===== config.mk =====
export PLATFORM = sky130hd
export DESIGN_NAME = fwd_ctl
export DESIGN_NICKNAME = d
export VERILOG_FILES = /design/src/rtl/pipTypes.sv /design/src/rtl/fwd_match.sv /design/src/rtl/fwd_ctl.sv
export SDC_FILE = /design/constraint.sdc
export NUM_CORES = 1
export LEC_CHECK = 0
export ABC_AREA = 1
export CORE_UTILIZATION = 55
export DETAILED_ROUTE_END_ITERATION = 6
export PLACE_DENSITY_LB_ADDON = 0.12
export SYNTH_ARGS = -nofsm -noshare
export SYNTH_HDL_FRONTEND = slang
export SYNTH_HIERARCHICAL = 1
export SYNTH_SLANG_ARGS = --single-unit
export TNS_END_PERCENT = 1

===== constraint.sdc =====
create_clock -name clock -period 4.4 [get_ports clock]
set_clock_uncertainty 0.1 [all_clocks]
set_input_delay 0.88 -clock clock [delete_from_list [all_inputs] [get_ports clock]]
set_output_delay 0.88 -clock clock [all_outputs]
set_load 0.01 [all_outputs]

===== src/rtl/pipTypes.sv =====
// Shared pipeline types: forwarding selects and the per-stage hazard slot.
package pipTypes;

  localparam int REG_W = 5;

  typedef enum logic [1:0] {
    FWD_NONE       = 2'd0,
    FWD_FROM_EXMEM = 2'd1,
    FWD_FROM_MEMWB = 2'd2
  } fwd_t;

  typedef struct packed {
    logic [REG_W-1:0] dest;
    logic             wr_valid;
    logic             load;
  } hazard_slot_t;

endpackage


===== src/rtl/fwd_match.sv =====
// Compares one source operand against the ex and mem slots and picks the nearest producer.
module fwd_match
  import pipTypes::*;
(
  input  logic [REG_W-1:0] src,
  input  logic             src_valid,
  input  hazard_slot_t     ex_slot,
  input  hazard_slot_t     mem_slot,
  output fwd_t             sel
);

  // Nearest producer first; a load still in ex cannot forward, the hazard logic stalls instead.
  always_comb begin
    sel = FWD_NONE;
    if (src_valid && ex_slot.wr_valid && !ex_slot.load && (src == ex_slot.dest)) begin
      sel = FWD_FROM_EXMEM;
    end else if (src_valid && mem_slot.wr_valid && (src == mem_slot.dest)) begin
      sel = FWD_FROM_MEMWB;
    end else begin
      sel = FWD_NONE;
    end
  end

endmodule


===== src/rtl/fwd_ctl.sv =====
// Forwarding-select and load-use hazard controller for the five-stage pipeline.
module fwd_ctl
  import pipTypes::*;
#(
  parameter int NREGS = 32
) (
  input  logic                     clock,
  input  logic                     reset,
  input  logic                     pipe_stall,
  input  logic                     id_valid,
  input  logic [$clog2(NREGS)-1:0] id_A_reg,
  input  logic                     id_A_reg_valid,
  input  logic [$clog2(NREGS)-1:0] id_B_reg,
  input  logic                     id_B_reg_valid,
  input  logic [$clog2(NREGS)-1:0] id_dest_reg,
  input  logic                     id_dest_reg_valid,
  input  logic                     id_load_inst,
  output fwd_t                     A_fwd_from,
  output fwd_t                     B_fwd_from,
  output logic                     stall_id,
  output logic                     bubble_ex
);

  // Producers three or more stages ahead are covered by register-file
  // write-before-read, so the wb slot needs no state here.
  hazard_slot_t ex_r;
  hazard_slot_t mem_r;
  fwd_t         a_fwd_r;
  fwd_t         b_fwd_r;
  logic         bubble_r;

  hazard_slot_t id_slot_s;
  hazard_slot_t ex_next_s;
  logic         stall_id_s;
  logic         insert_bubble_s;
  fwd_t         a_sel_s;
  fwd_t         b_sel_s;
  fwd_t         a_next_s;
  fwd_t         b_next_s;

  // Decode the ID instruction into a slot and detect a load-use hazard against ex.
  always_comb begin
    id_slot_s.dest     = id_dest_reg;
    id_slot_s.wr_valid = id_dest_reg_valid & id_valid & (id_dest_reg != 5'd0);
    id_slot_s.load     = id_load_inst & id_valid;
    stall_id_s = id_valid & ex_r.wr_valid & ex_r.load &
                 ((id_A_reg_valid & (id_A_reg == ex_r.dest)) |
                  (id_B_reg_valid & (id_B_reg == ex_r.dest)));
    insert_bubble_s = stall_id_s | ~id_valid;
  end

  fwd_match u_match_a (
    .src       (id_A_reg),
    .src_valid (id_A_reg_valid),
    .ex_slot   (ex_r),
    .mem_slot  (mem_r),
    .sel       (a_sel_s)
  );

  fwd_match u_match_b (
    .src       (id_B_reg),
    .src_valid (id_B_reg_valid),
    .ex_slot   (ex_r),
    .mem_slot  (mem_r),
    .sel       (b_sel_s)
  );

  // A bubble entering EX carries an empty slot and no forwarding.
  always_comb begin
    ex_next_s = '0;
    a_next_s  = FWD_NONE;
    b_next_s  = FWD_NONE;
    if (insert_bubble_s) begin
      ex_next_s = '0;
      a_next_s  = FWD_NONE;
      b_next_s  = FWD_NONE;
    end else begin
      ex_next_s = id_slot_s;
      a_next_s  = a_sel_s;
      b_next_s  = b_sel_s;
    end
  end

  // Slot advance and registered selects; pipe_stall freezes everything.
  always_ff @(posedge clock) begin
    if (reset) begin
      ex_r     <= '0;
      mem_r    <= '0;
      a_fwd_r  <= FWD_NONE;
      b_fwd_r  <= FWD_NONE;
      bubble_r <= 1'b1;
    end else if (!pipe_stall) begin
      mem_r    <= ex_r;
      ex_r     <= ex_next_s;
      a_fwd_r  <= a_next_s;
      b_fwd_r  <= b_next_s;
      bubble_r <= insert_bubble_s;
    end else begin
      mem_r    <= mem_r;
      ex_r     <= ex_r;
      a_fwd_r  <= a_fwd_r;
      b_fwd_r  <= b_fwd_r;
      bubble_r <= bubble_r;
    end
  end

  assign A_fwd_from = a_fwd_r;
  assign B_fwd_from = b_fwd_r;
  assign bubble_ex  = bubble_r;
  assign stall_id   = stall_id_s;

endmodule


==> results of run 1 <==
worst max-delay path, cell delays in order:
cell and delay [ns]:
sky130_fd_sc_hd__clkdlybuf4s50_1 0.55, sky130_fd_sc_hd__inv_1 0.06, sky130_fd_sc_hd__nand2_1 0.05, sky130_fd_sc_hd__nand2_1 0.05, sky130_fd_sc_hd__nor2_1 0.09, sky130_fd_sc_hd__nand3_1 0.08
sky130_fd_sc_hd__nand2_1 0.10, sky130_fd_sc_hd__nand2_2 0.08, sky130_fd_sc_hd__inv_1 0.06, sky130_fd_sc_hd__clkdlybuf4s50_1 0.52
stage by stage:
stage	setup WS [ns]	instance area, um2
finish	0.906	1710
global route	0.753	1710
CTS	0.893	1710
detailed placement	0.898	1670
global placement	0.916	1670
floorplan	2.06	1390
flip-flops by register name, summed over array words and instances, names as in the netlist:
signal,cells
A_fwd_from,2
B_fwd_from,2
bubble_ex,1
ex_r,7
mem_r,6
cell usage in the layout, fill, tap and decap left out, drive strengths merged:
cell / instances
nand2: 98
inv: 48
clkdlybuf4s50: 28
nor2: 23
dfxtp: 18
a21oi: 16
nand3: 10
o211ai: 10
o21ai: 6
or2: 5
clkbuf: 4
nor3: 3
nand4: 2
clkinv: 1
final cells by class:
type / count / area [um2] / share of cell area [%]
clock buffer: 4 / 36.3 / 2.13
sequential: 18 / 360 / 21.1
multi-input combinational: 173 / 811 / 47.5
timing repair buffer: 28 / 280 / 16.4
inverter: 49 / 184 / 10.8
tap: 28 / 35.0 / 2.05
power by group:
group          total (mW)  switching, mW  internal [mW]
Combinational       0.103         0.0547         0.0478
Sequential          0.185         0.0122          0.172
Clock               0.102         0.0516         0.0505
Total               0.389          0.119          0.271
how the worst min path moves through the flow:
stage | cells after the start | startpoint | slack (ns) | endpoint
floorplan | 2 | ex_r[1] | 0.37 | ex_r[1]
global placement | 2 | bubble_ex | 0.37 | bubble_ex
detailed placement | 2 | bubble_ex | 0.36 | bubble_ex
CTS | 2 | bubble_ex | 0.39 | bubble_ex
global route | 2 | bubble_ex | 0.43 | bubble_ex
finish | 2 | bubble_ex | 0.39 | bubble_ex
per-layer routing:
metal	GRT usage (%)	wire length (um)
met1	37.1	1480
met2	41.4	1320
met3	1.74	139
met4	10.5	52
met5	0	0
==> flow_summary.ini, run 1 <==
[run_status]
run_status = complete, no violations

[critical_path]
reg2reg_slack_ns = 2.77
r2r.worst_path.cells = 10
crit-reg2reg-launch = ex_r[2]
startpoint = id_A_reg[1]
path_max_fanout = 5
arrival_ns = 2.51
required_ns = 3.42
rr_endpoint = B_fwd_from[1]
critPathLaunchType = input pin
worstSetupPathType = in2out
worst_setup_path_end_kind = output pin
worst_setup_path_endpoint = stall_id

[clock_network]
tritoncts = built
cts-buffers-inserted = 3
cts_root_buf = sky130_fd_sc_hd__clkbuf_4
ctsResizeCount = 0
cts_htree_levels = 1
cts_hold_buf = 0
count_of_clock_tree_sinks = 18
worstSkewPairLatency_ns = 0.30
cts_buffer_depth = 2
post_cts_buffers = 0
clock_transition_at_the_registers_of_the_reported_paths_ns = 0.10

[yosys]
synthesis.area_um2 = 1390
synth_fp_nets = 270
syn_avg_cell_area_um2 = 5.64
synth_cells = 247
synthesis.yosys.warnings = 6

[sta]
hold_violations = 0
slew_headroom_pct = 50.0
timing_max_transition_violations_final = 0
grt_setup_unrepaired = false
final.setup.tns_ns = 0
final.hold.worst_slack_ns = 0.394
max_clock_freq_ghz = 0.286
setup_viol = 0
timing_worst_slew_pin_value_ns = 0.750
layout_min_cycle_time_ns = 3.49
fin_crit_sh_pct = 79.4

[die]
rows = 17
start_util_pct = 60.6
io-pin-count = 29
fp.dieW_um = 52.3
die_area_um2 = 2740
die-height_um = 52.3
core_region_area_um2 = 2300

[global_route]
grt_max_degree = 29
remaining_global_route_overflow = 0
grt_antenna_before_repair = 0
via_count_of_the_first_global_routing_pass = 1267
grt_first_pass_wirelength_um = 5420
grtUsageTotal_pct = 26.4

[placement]
io_buffers = 28
detailed_place_hpwl_um = 2320
dpl.cell_count = 296
place.gp.congestion = 0.851

[detailed_routing]
initial_drc_count = 39
vias_per_inst = 4.90
routed_wirelength_um = 2990
drt-wirelength-per-cell_um = 9.95
via_count = 1471
detail_route.drc_violations = 0
drt_pre_antenna_iters = 4
drt.antenna.violating_nets = 0

[pwr]
design_power_total_mw = 0.389
vdd_ir_drop_max_v = 0.000269
power_density_nw_per_um2 = 228
leakage_nw = 0.839

[flow_run]
max-cap-violations = 0

[cells_and_area]
fin_nets = 296
insertedDiodeCount = 0
fin_cells = 300
area_delta_synth_final_pct = 22.6
nFillCells = 217
share_of_post_route_cells_with_drive_strength_above_1_pct = 11.4
final_core_util_pct = 74.3

[worst_hold_path]
timing.hold.worst.class = reg2reg
Power figures use the tool's default switching activity.
==> inputs of run 2 (changes only) <==
Settings changed: CORE_UTILIZATION 55 to 51.
Clock period 4.4 ns to 3.44 ns, I/O delays scaled along.
==> run 2 against run 1 <==
First-iteration DRC count shrank 21%. Combinational power grew 27%. Register-to-register slack lost 0.95 ns. Critical path type unchanged.
==> flow_summary.ini, run 2 (synthesized netlist as in run 1, its figures left out) <==
[run_status]
run_status = complete, no violations

[die]
core_region_area_um2 = 2520
fp.dieW_um = 54.3
start_util_pct = 55.2
io-pin-count = 29
die-height_um = 54.3
die_area_um2 = 2940
rows = 18

[critical_path]
worst-path-buf-inv = 4
worstPathCellList = clkdlybuf4s50_1, inv_1, nand2_1, nand2_1, nor2_1, nand3_1, nand2_1, nand2_2, inv_1, clkdlybuf4s50_1
worst_setup_path_end_kind = output pin
cp_num_cells = 10
arrival_ns = 2.33
required_ns = 2.65
rr_endpoint = B_fwd_from[1]
cell_with_the_most_instances_on_the_worst_path = sky130_fd_sc_hd__nand2_1
crit-reg2reg-launch = ex_r[2]
path_max_fanout = 5
critPathLaunchType = input pin
reg2reg_slack_ns = 1.82
r2r.worst_path.cells = 10
critical-path-slowest-cell = sky130_fd_sc_hd__clkdlybuf4s50_1
worstSetupPathType = in2out
cp_top_family = buffers and inverters
crit_path_max_incr_delay_ns = 0.54

[cells_and_area]
final_core_util_pct = 67.5
insertedDiodeCount = 0
reg.largest.list = ex_r x7, mem_r x6
share_of_post_route_cells_with_drive_strength_above_1_pct = 11.4
most_frequent_cells_in_the_layout = sky130_fd_sc_hd__nand2_1 (94), sky130_fd_sc_hd__inv_1 (43), sky130_fd_sc_hd__clkdlybuf4s50_1 (28)
area_delta_synth_final_pct = 22.3
fin_nets = 297
largest_register_ff_count = 7
registers.top_by_ff_count = ex_r
leading_cell_type_in_the_layout_fill_and_taps_excluded = sky130_fd_sc_hd__nand2_1

[detailed_routing]
dr_wl_met3_um = 124
drt.antenna.violating_nets = 0
topRoutingLayerUsed = met4
routed_wirelength_um = 2970
initial_drc_count = 31
drt_pre_antenna_iters = 4
detail_route.drc_violations = 0
via_count = 1457
met1_routed_wirelength_after_detailed_routing_um = 1460
drt-wirelength-per-cell_um = 9.83
route.met2.wl_um = 1310
vias_per_inst = 4.82

[clock_network]
ctsResizeCount = 0
post_cts_buffers = 0
tritoncts = built
worstSkewPairLatency_ns = 0.29
count_of_clock_tree_sinks = 18
cts_hold_buf = 0
clock_transition_at_the_registers_of_the_reported_paths_ns = 0.09
cts-buffers-inserted = 3
cts_buffer_depth = 2
cts_root_buf = sky130_fd_sc_hd__clkbuf_4
cts_htree_levels = 1

[worst_hold_path]
timing.hold.worst_endpoint = bubble_ex
hold_depth = 2
min-delay-start = bubble_ex
timing.hold.worst.class = reg2reg

[global_route]
grt_antenna_before_repair = 0
remaining_global_route_overflow = 0
via_count_of_the_first_global_routing_pass = 1153
grt_max_degree = 29
grt_first_pass_wirelength_um = 4830
grtUsageTotal_pct = 22.5

[sta]
final.setup.tns_ns = 0
final_critical_path_setup_slack_ns = 0.321
fin_crit_sh_pct = 90.7
layout_min_cycle_time_ns = 3.12
slew_headroom_pct = 51.0
max_clock_freq_ghz = 0.321
grt_setup_unrepaired = false
timing_worst_slew_pin_value_ns = 0.734
timing_max_transition_violations_final = 0
hold_violations = 0
setup_viol = 0

[placement]
io_buffers = 28
place.gp.congestion = 0.851
pre_cts_slack_ns = 0.315
detailed_place_hpwl_um = 2370

[pwr]
vdd_ir_drop_max_v = 0.000248
leakage_nw = 0.837
power_density_nw_per_um2 = 273
design_power_total_mw = 0.466

[flow_run]
max-cap-violations = 0
-- run 2: cell types whose count changed in the layout (fill, tap and decap cells not counted) --
cell                       change
sky130_fd_sc_hd__clkbuf_8      -1
sky130_fd_sc_hd__buf_4         +1
-- run 2: where the power goes --
group          internal (mW)  switching, mW
Clock                 0.0407         0.0578
Sequential             0.220         0.0152
Combinational         0.0619         0.0695
Total                  0.323          0.142
-- run 2: layout make-up --
class,count,area [um2]
Sequential cell,18,360
Timing Repair Buffer,29,288
Inverter,49,184
Multi-Input combinational cell,173,811
Clock buffer,3,22.5
Tap cell,30,37.5
Fill cell,237,820
-- run 2: worst max path at each step --
stage                     start  endpoint  slack (ns)
CTS                 id_B_reg[4]  stall_id        0.31
detailed placement  id_A_reg[4]  stall_id        0.32
global route        id_B_reg[4]  stall_id        0.16
finish              id_B_reg[4]  stall_id        0.32
global placement    id_A_reg[1]  stall_id        0.33
floorplan           id_A_reg[3]  stall_id        1.49
-- run 2: metrics by stage --
stage | cells | hold WS [ns] | area (um2)
after detailed placement | 299 | 0.390 | 1680
after global placement | 299 | 0.357 | 1680
after global routing | 302 | 0.437 | 1700
after floorplan | 247 | 0.374 | 1390
after CTS | 302 | 0.412 | 1700
final | 302 | 0.402 | 1700
-- run 2: routing by layer --
metal	up-vias	global-route usage [%]
met5	-	0
met4	0	7.69
met3	7	0.833
met2	35	37.8
met1	610	30.6
li1	805	-
-- run 2: worst min-delay path: stages (launching register included) --
cell and delay (ns):
sky130_fd_sc_hd__dfxtp_1 0.34, sky130_fd_sc_hd__nand2_1 0.06, sky130_fd_sc_hd__nand3_1 0.07
==> inputs of run 3 (changes only) <==
Settings changed: ABC_CLOCK_PERIOD_IN_PS set to 3440.
==> results of run 3 <==
Final layout, timing and power as in run 2 (identical DEF).
